[src/rtl/i8008_timing_ctrl.sv]
// rtl/i8008_timing_ctrl.sv - 8008 state sequencer: S/SYNC status, machine-cycle index, step strobes,
// READY waits, HLT stop and interrupt acceptance at instruction boundaries.
module i8008_timing_ctrl #(
  parameter int CLKS_PER_STATE = 2,
  parameter int MAX_CYC        = 3
) (
  input  logic       CLK1,
  input  logic       nRST,
  input  logic       READY,
  input  logic       INT,
  input  logic [1:0] CYC_LEN,
  input  logic       LAST_CYC,
  input  logic       HALT,
  output logic [2:0] S,
  output logic       SYNC,
  output logic [1:0] CYC,
  output logic       STEP,
  output logic       INTACK,
  output logic       IRQ_PEND
);

  localparam int CW = (CLKS_PER_STATE > 2) ? $clog2(CLKS_PER_STATE) : 1;
  localparam logic [CW-1:0] CNT_LAST = CW'(CLKS_PER_STATE - 1);
  localparam logic [CW-1:0] CNT_HALF = CW'(CLKS_PER_STATE / 2);
  localparam logic [1:0]    CYC_LAST = 2'(MAX_CYC - 1);

  typedef enum logic [2:0] {
    ST_T1   = 3'b010,
    ST_T1I  = 3'b011,
    ST_T2   = 3'b001,
    ST_WAIT = 3'b000,
    ST_T3   = 3'b100,
    ST_STOP = 3'b110,
    ST_T4   = 3'b111,
    ST_T5   = 3'b101
  } state_e;

  state_e        state_q;
  logic [CW-1:0] cnt_q;
  logic [1:0]    cyc_q;
  logic [1:0]    len_q;
  logic          intack_q;
  logic          irq_q;

  logic          step;
  logic          boundary_d;
  logic          eoc_irq_d;
  state_e        eoc_state_d;
  logic [1:0]    eoc_cyc_d;

  assign step = (cnt_q == CNT_LAST);

  // Outcome of an end-of-cycle, shared by the T3, T4 and T5 exits.
  always_comb begin
    boundary_d  = LAST_CYC || (cyc_q == CYC_LAST);
    eoc_irq_d   = boundary_d && irq_q;
    eoc_state_d = eoc_irq_d ? ST_T1I : ST_T1;
    eoc_cyc_d   = boundary_d ? 2'd0 : cyc_q + 2'd1;
  end

  always_ff @(posedge CLK1) begin
    if (!nRST) begin
      state_q  <= ST_STOP;
      cnt_q    <= '0;
      cyc_q    <= 2'd0;
      len_q    <= 2'd0;
      intack_q <= 1'b0;
      irq_q    <= 1'b0;
    end else begin
      cnt_q <= step ? '0 : cnt_q + CW'(1);
      if (INT) irq_q <= 1'b1;
      // Later assignments in this branch override the INT set: clearing wins.
      if (step) begin
        case (state_q)
          ST_T1, ST_T1I: state_q <= ST_T2;
          ST_T2, ST_WAIT: state_q <= READY ? ST_T3 : ST_WAIT;
          ST_T3: begin
            len_q <= CYC_LEN;
            if (cyc_q == 2'd0 && HALT) begin
              state_q  <= ST_STOP;
              intack_q <= 1'b0;
            end else if (CYC_LEN == 2'd0) begin
              state_q  <= eoc_state_d;
              cyc_q    <= eoc_cyc_d;
              intack_q <= eoc_irq_d;
              if (eoc_irq_d) irq_q <= 1'b0;
            end else begin
              state_q <= ST_T4;
            end
          end
          ST_T4: begin
            if (len_q == 2'd1) begin
              state_q  <= eoc_state_d;
              cyc_q    <= eoc_cyc_d;
              intack_q <= eoc_irq_d;
              if (eoc_irq_d) irq_q <= 1'b0;
            end else begin
              state_q <= ST_T5;
            end
          end
          ST_T5: begin
            state_q  <= eoc_state_d;
            cyc_q    <= eoc_cyc_d;
            intack_q <= eoc_irq_d;
            if (eoc_irq_d) irq_q <= 1'b0;
          end
          ST_STOP: begin
            if (irq_q) begin
              state_q  <= ST_T1I;
              cyc_q    <= 2'd0;
              intack_q <= 1'b1;
              irq_q    <= 1'b0;
            end
          end
          default: state_q <= ST_STOP;
        endcase
      end
    end
  end

  assign S        = state_q;
  assign SYNC     = (cnt_q < CNT_HALF);
  assign STEP     = step;
  assign CYC      = cyc_q;
  assign INTACK   = intack_q;
  assign IRQ_PEND = irq_q;

endmodule

[config.mk]
export PLATFORM = sky130hd
export DESIGN_NAME = i8008_timing_ctrl
export DESIGN_NICKNAME = d
export VERILOG_FILES = /design/src/rtl/i8008_timing_ctrl.sv
export SDC_FILE = /design/constraint.sdc
export NUM_CORES = 1
export LEC_CHECK = 0
export ABC_AREA = 1
export CAP_MARGIN = 20
export CORE_MARGIN = 2
export CORE_UTILIZATION = 46
export DETAILED_ROUTE_END_ITERATION = 10
export MAX_ROUTING_LAYER = met4
export PLACE_DENSITY_LB_ADDON = 0.15
export SLEW_MARGIN = 40
export SYNTH_ARGS = -nofsm -noshare
export SYNTH_HDL_FRONTEND = slang
export SYNTH_SLANG_ARGS = --single-unit
[constraint.sdc]
create_clock -name CLK1 -period 1.3 [get_ports CLK1]
set_input_delay 0.26 -clock CLK1 [delete_from_list [all_inputs] [get_ports CLK1]]
set_output_delay 0.26 -clock CLK1 [all_outputs]
set_load 0.05 [all_outputs]
# == Yosys cells after proc, flatten, opt, wreduce, memory -nomap -nowiden ==
# Cells that the tools add are included.
# Widths: inputs -> output; s select.
# op_classes
div,0
n_reduce_logical,14
bitwise_logic,1
n_mul,0
order_cmp,1
n_shift,0
muxes,26
n_eq_ne,14
add_sub_neg,2
# op_table
op,n
$pmux 3 s6,1
$mux 3,5
$eq 3x3->1 const B,4
$mux 1,12
$mux 2,5
$ne 2x2->1 const B,4
$pmux 1 s4,2
$pmux 2 s4,1
$eq 3x2->1 const B,2
$reduce_and 6->1,1
$reduce_or 2->1,3
$reduce_and 5->1,1
$logic_not 2->1,2
$reduce_and 2->1,2
$reduce_bool 4->1,1
$eq 3x1->1 const B,1
$logic_not 3->1,1
$ne 3x3->1 const B,1
$add 2x1->2 const B,1
$eq 2x1->1 const B,1
$eq 2x2->1 const B,1
$logic_and 1x1->1,2
$add 1x1->1 const B,1
$logic_or 1x1->1,1
other kinds (2),2
# totals
out_inout_bits,9
latch_bits,0
mem_count,0
register_bits,10
ram_bits,0
elab_cells,64
rom_bits,0
inputBits,8

# == Longest topological paths before layout ==
# depth
depth_word,8
ltp_mapped,11
depth_no_buf,11

# == Worst setup path before layout ==
# No wires, ideal clock.
# synth_path
kind,register to register
from,"register cyc_q[0], in the netlist CYC[0]"
to,"register intack_q, in the netlist INTACK"
path_stages_with_launch,11
t_arrival_ns,1.567
path_slack_ns,-0.382
setup_ns,0.115
cell_sequence,dfxtp_1 inv_1 ha_1 nor2_1 nor2_1 nand2_1 nand2_1 nor2_1 nand2_1 nand2_1 nor2_2
# synth_via
elab_chain_len,6
# synth_lines
element,line_no,rtl
start: declaration,40,logic [1:0] cyc_q;
start signal: assignment,84,cyc_q <= eoc_cyc_d;
start signal: assignment,94,cyc_q <= eoc_cyc_d;
start signal: assignment,103,cyc_q <= eoc_cyc_d;
$eq 2x2->1,55,boundary_d = LAST_CYC || (cyc_q == CYC_LAST);
$logic_or 1x1->1,55,
$logic_and 1x1->1,56,eoc_irq_d = boundary_d && irq_q;
$mux 1,82,end else if (CYC_LEN == 2'd0) begin
$mux 1,79,if (cyc_q == 2'd0 && HALT) begin
$pmux 1 s4,74,case (state_q)
end signal: assignment,85,intack_q <= eoc_irq_d;
end signal: assignment,95,intack_q <= eoc_irq_d;
end signal: assignment,104,intack_q <= eoc_irq_d;
end: declaration,42,logic intack_q;
# Parallel ways exist; a longest one is shown, timed or not. The select of a mux whose other input is x is not followed.
# A chain may end at the register's enable or synchronous reset.

# == Worst setup path after layout ==
# Same ends and word-level chain as after synthesis.

==> results.md <==
* Outcome: completed
* Critical Path End Type: flip-flop
* Top post-synthesis cells by area: dfxtp_1 (31%), nand2_1 (11%), nand3_1 (7.0%)
* Max VDD drop at just under 0.0007 V
* Layout cells sized above 1 at between 40% and 50%
* Width of the die at 41.4 microns
* Max cap viols at 0
* Fmax at roughly 0.77 GHz
* Area grow syn2layout at 56.9%
* Gp weighted congestion at about 0.87
* Yosys warns at 0
* First-pass GRT wire length at around 2400 microns
* Remaining Overflow, GRT at 0
* Port Buffers at 16
* Number of synthesized flops with an enable pin at 0
* Setup slack after placement at -166 ps
* Total Power at between 0.001 and 0.0015 W
* Clock Sinks at 10
* Largest net degree at the start of global routing at 10
* Internal power at 0.000719 W
* Comb pwr share at 47.5%
* Detailed Route Iter0 Violations at 17
* Unique masters post-synth at 19
* WS Path Type: flip-flop to flip-flop
* CP max FO at 3
* Worst-margin pin slew at between 200 and 250 ps
* Final hold violation count at 0
* # H-tree levels at 1
* Clock power share at a little under a fifth
* Ys flop type: dfxtp_1
* Hold path endpoint: len_q[1]$_SDFFE_PN0P_
* Mean Syn Cell Area at a little under 7 sq um
* TritonCTS clock tree: yes
* Area share of the largest cell type after synthesis at between 30 and 40%
* Post-layout min period at approximately 1300 ps
* Switching part of the total at about two fifths
* Clock Skew at around 13 ps
* Register bit total from synthesis at 10
* Area leader, netlist: dfxtp_1
* Worst-Skew Late Latency at about 270 ps
* Flop-to-flop setup slack at about 0.45 ps
* Sw Pwr at 0.000495 W
* Hold bufs inserted after CTS at 0
* Commonest cells post-synth: nand2_1 (19), nor2_1 (11), dfxtp_1 (10), inv_1 (10), nand3_1 (9)
* Die area at between 1500 and 2000 sq um
* Synthesized cell area at about 640 sq um
* Vias in the first global route at 599
* Routed wire length at roughly 1500 microns
* Mapped Cells at 93
* WHS Path Cells at 2
* Fin crit share at between 90% and 100%
* Vias at 664
* Leak at between 0.4 and 0.5 nW
* DRC at 0
* Critical Path Start Type: flip-flop
* Row cnt at 13
* Antenna cells at 0
* Hold WC Path Type: flip-flop to flip-flop
* Filler instances at slightly below 100
* Vias per cell at around 5.2
* CTS Root Cell: clkbuf_4
* Reg clk slew, reported paths at 70 ps
* Overall global routing resource usage at 18.8%
* Data required, critical path at 1470 ps
* Initial antenna violation count at 0
* Core box area at 1300 sq um
* Pre-Repair DR Iteration Count at 4
* HP Start: len_q[1]$_SDFFE_PN0P_
* Height of the die at approximately 41 microns
* Slew headroom at 84.1%
* DP HPWL at 1090 microns
* I/O pins at 17
* Top-count cell post-synth: nand2_1
* Fin nets at approximately 120
* Share of power burned in registers at 33.6%
* Sequential fraction of the synthesis area at between 30% and 40%
* Final setup violating endpoints at 0
* Initial Utilization at 49.5%
* FFs w/ async S/R, synth at 0%
* Capture point of the worst reg-to-reg path: INTACK$_SDFFE_PN0P_
* Worst EP arrival at roughly 1500 ps
* Syn Nets at a little over 100
* Reg2Reg Launch Point: CYC[0]$_SDFFE_PN0P_
* Register-to-Register Path Depth at 10
* RSZ-0062 raised after global routing: yes
* Slew Viols, Final at 0
* WL per Instance at ~12 microns
* Pwr Density at around 1200 nW/um^2
* Final ANT Viol Nets at 0
* Clock buffer count from CTS at 3
* Max Buffers Root-to-Sink at 2
* Final worst-path setup slack at around 0.45 ps
[stage by stage]
step	hold slack, ps	instances	util (%)	setup TNS [ps]	area (sq um)
final	466	128	77.7	0	1010
after CTS	467	128	75.2	0	978
after floorplan	344	93	-	-0.810	688
after global routing	492	128	77.7	-223	1010
after global placement	449	123	72.4	-555	942
after detailed placement	456	123	72.4	-699	942
[sequential cells by signal, indices dropped and copies added (netlist names)]
| register | cells |
|---|---|
| CYC | 2 |
| INTACK | 1 |
| IRQ_PEND | 1 |
| S | 3 |
| STEP | 1 |
| len_q | 2 |
[worst max path at each step]
stage                   startpoint             endpoint  slack [ps]
3_3_place_gp            CYC_LEN[0]  CYC[1]$_SDFFE_PN0P_        -130
4_1_cts        CYC[0]$_SDFFE_PN0P_  INTACK$_SDFFE_PN0P_          10
5_1_grt        CYC[1]$_SDFFE_PN0P_  CYC[1]$_SDFFE_PN0P_         -80
3_5_place_dp            CYC_LEN[0]  CYC[1]$_SDFFE_PN0P_        -170
6_report       CYC[0]$_SDFFE_PN0P_  INTACK$_SDFFE_PN0P_         0.5
2_1_floorplan  CYC[0]$_SDFFE_PN0P_  CYC[1]$_SDFFE_PN0P_        -0.8
[worst max-delay path, cell delays in order, from the launching register on]
cell	delay, ps
dfxtp_4	360
inv_4	50
ha_4	160
nor2_4	140
nor2_4	50
nand2_1	70
nand2_1	80
nor2_2	110
nand2_1	60
nand2_1	70
nor2_2	30
[layout by cell type (no fill, tap or decap), drive strengths merged]
cell type	count
ha	2
dfxtp	10
clkbuf	4
nor2	17
nand4	1
buf	11
clkdlybuf4s50	7
inv	13
nor3b	1
nand3b	1
nand3	10
nand2	27
o21ai	5
a21oi	4
[power groups by stage]
stage	sequential (W)	combinational, W	clock [W]
after floorplan	0.000482	0.000270	0
after global placement	0.000414	0.000526	0
after detailed placement	0.000416	0.000533	0
after CTS	0.000405	0.000548	0.000227
after global routing	0.000413	0.000619	0.000252
final	0.000408	0.000576	0.000230
[cell families after synthesis]
kind of cell | Yosys count | synth area share (%)
AOI/OAI and AO/OA | 9 | 6.99
DFF | 10 | 31.1
buffers and inverters | 15 | 11.1
and+or+nand+nor | 57 | 47.0
adders and majority gates | 2 | 3.88
[timing repair]
action | 4_1_cts | 5_1_grt
endpoints found under the setup margin | 1 | 5
pin swaps | 0 | 9
gates resized for setup | 1 | 9
cloned | 0 | 0
buffers inserted | 1 | 0
[routing by layer]
| metal | vias to the layer above | part of all wire, % | global-route usage, % |
|---|---|---|---|
| li1 | 332 | - | - |
| met1 | 305 | 43 | 21.2 |
| met4 | 0 | 2.2 | 5.81 |
| met2 | 20 | 50 | 32.5 |
| met5 | - | 0 | - |
| met3 | 7 | 4.3 | 4.78 |
[layout make-up]
cell class,instances,area [sq um],share of cell area (%)
flip-flops and latches,10,214,21.2
inverters,13,51.3,5.07
clock buffers,4,26.3,2.60
repair buffers,18,265,26.2
well taps,15,18.8,1.86
multi-input cells,68,435,43.1
No activity file was read; power rests on OpenSTA's default activity.
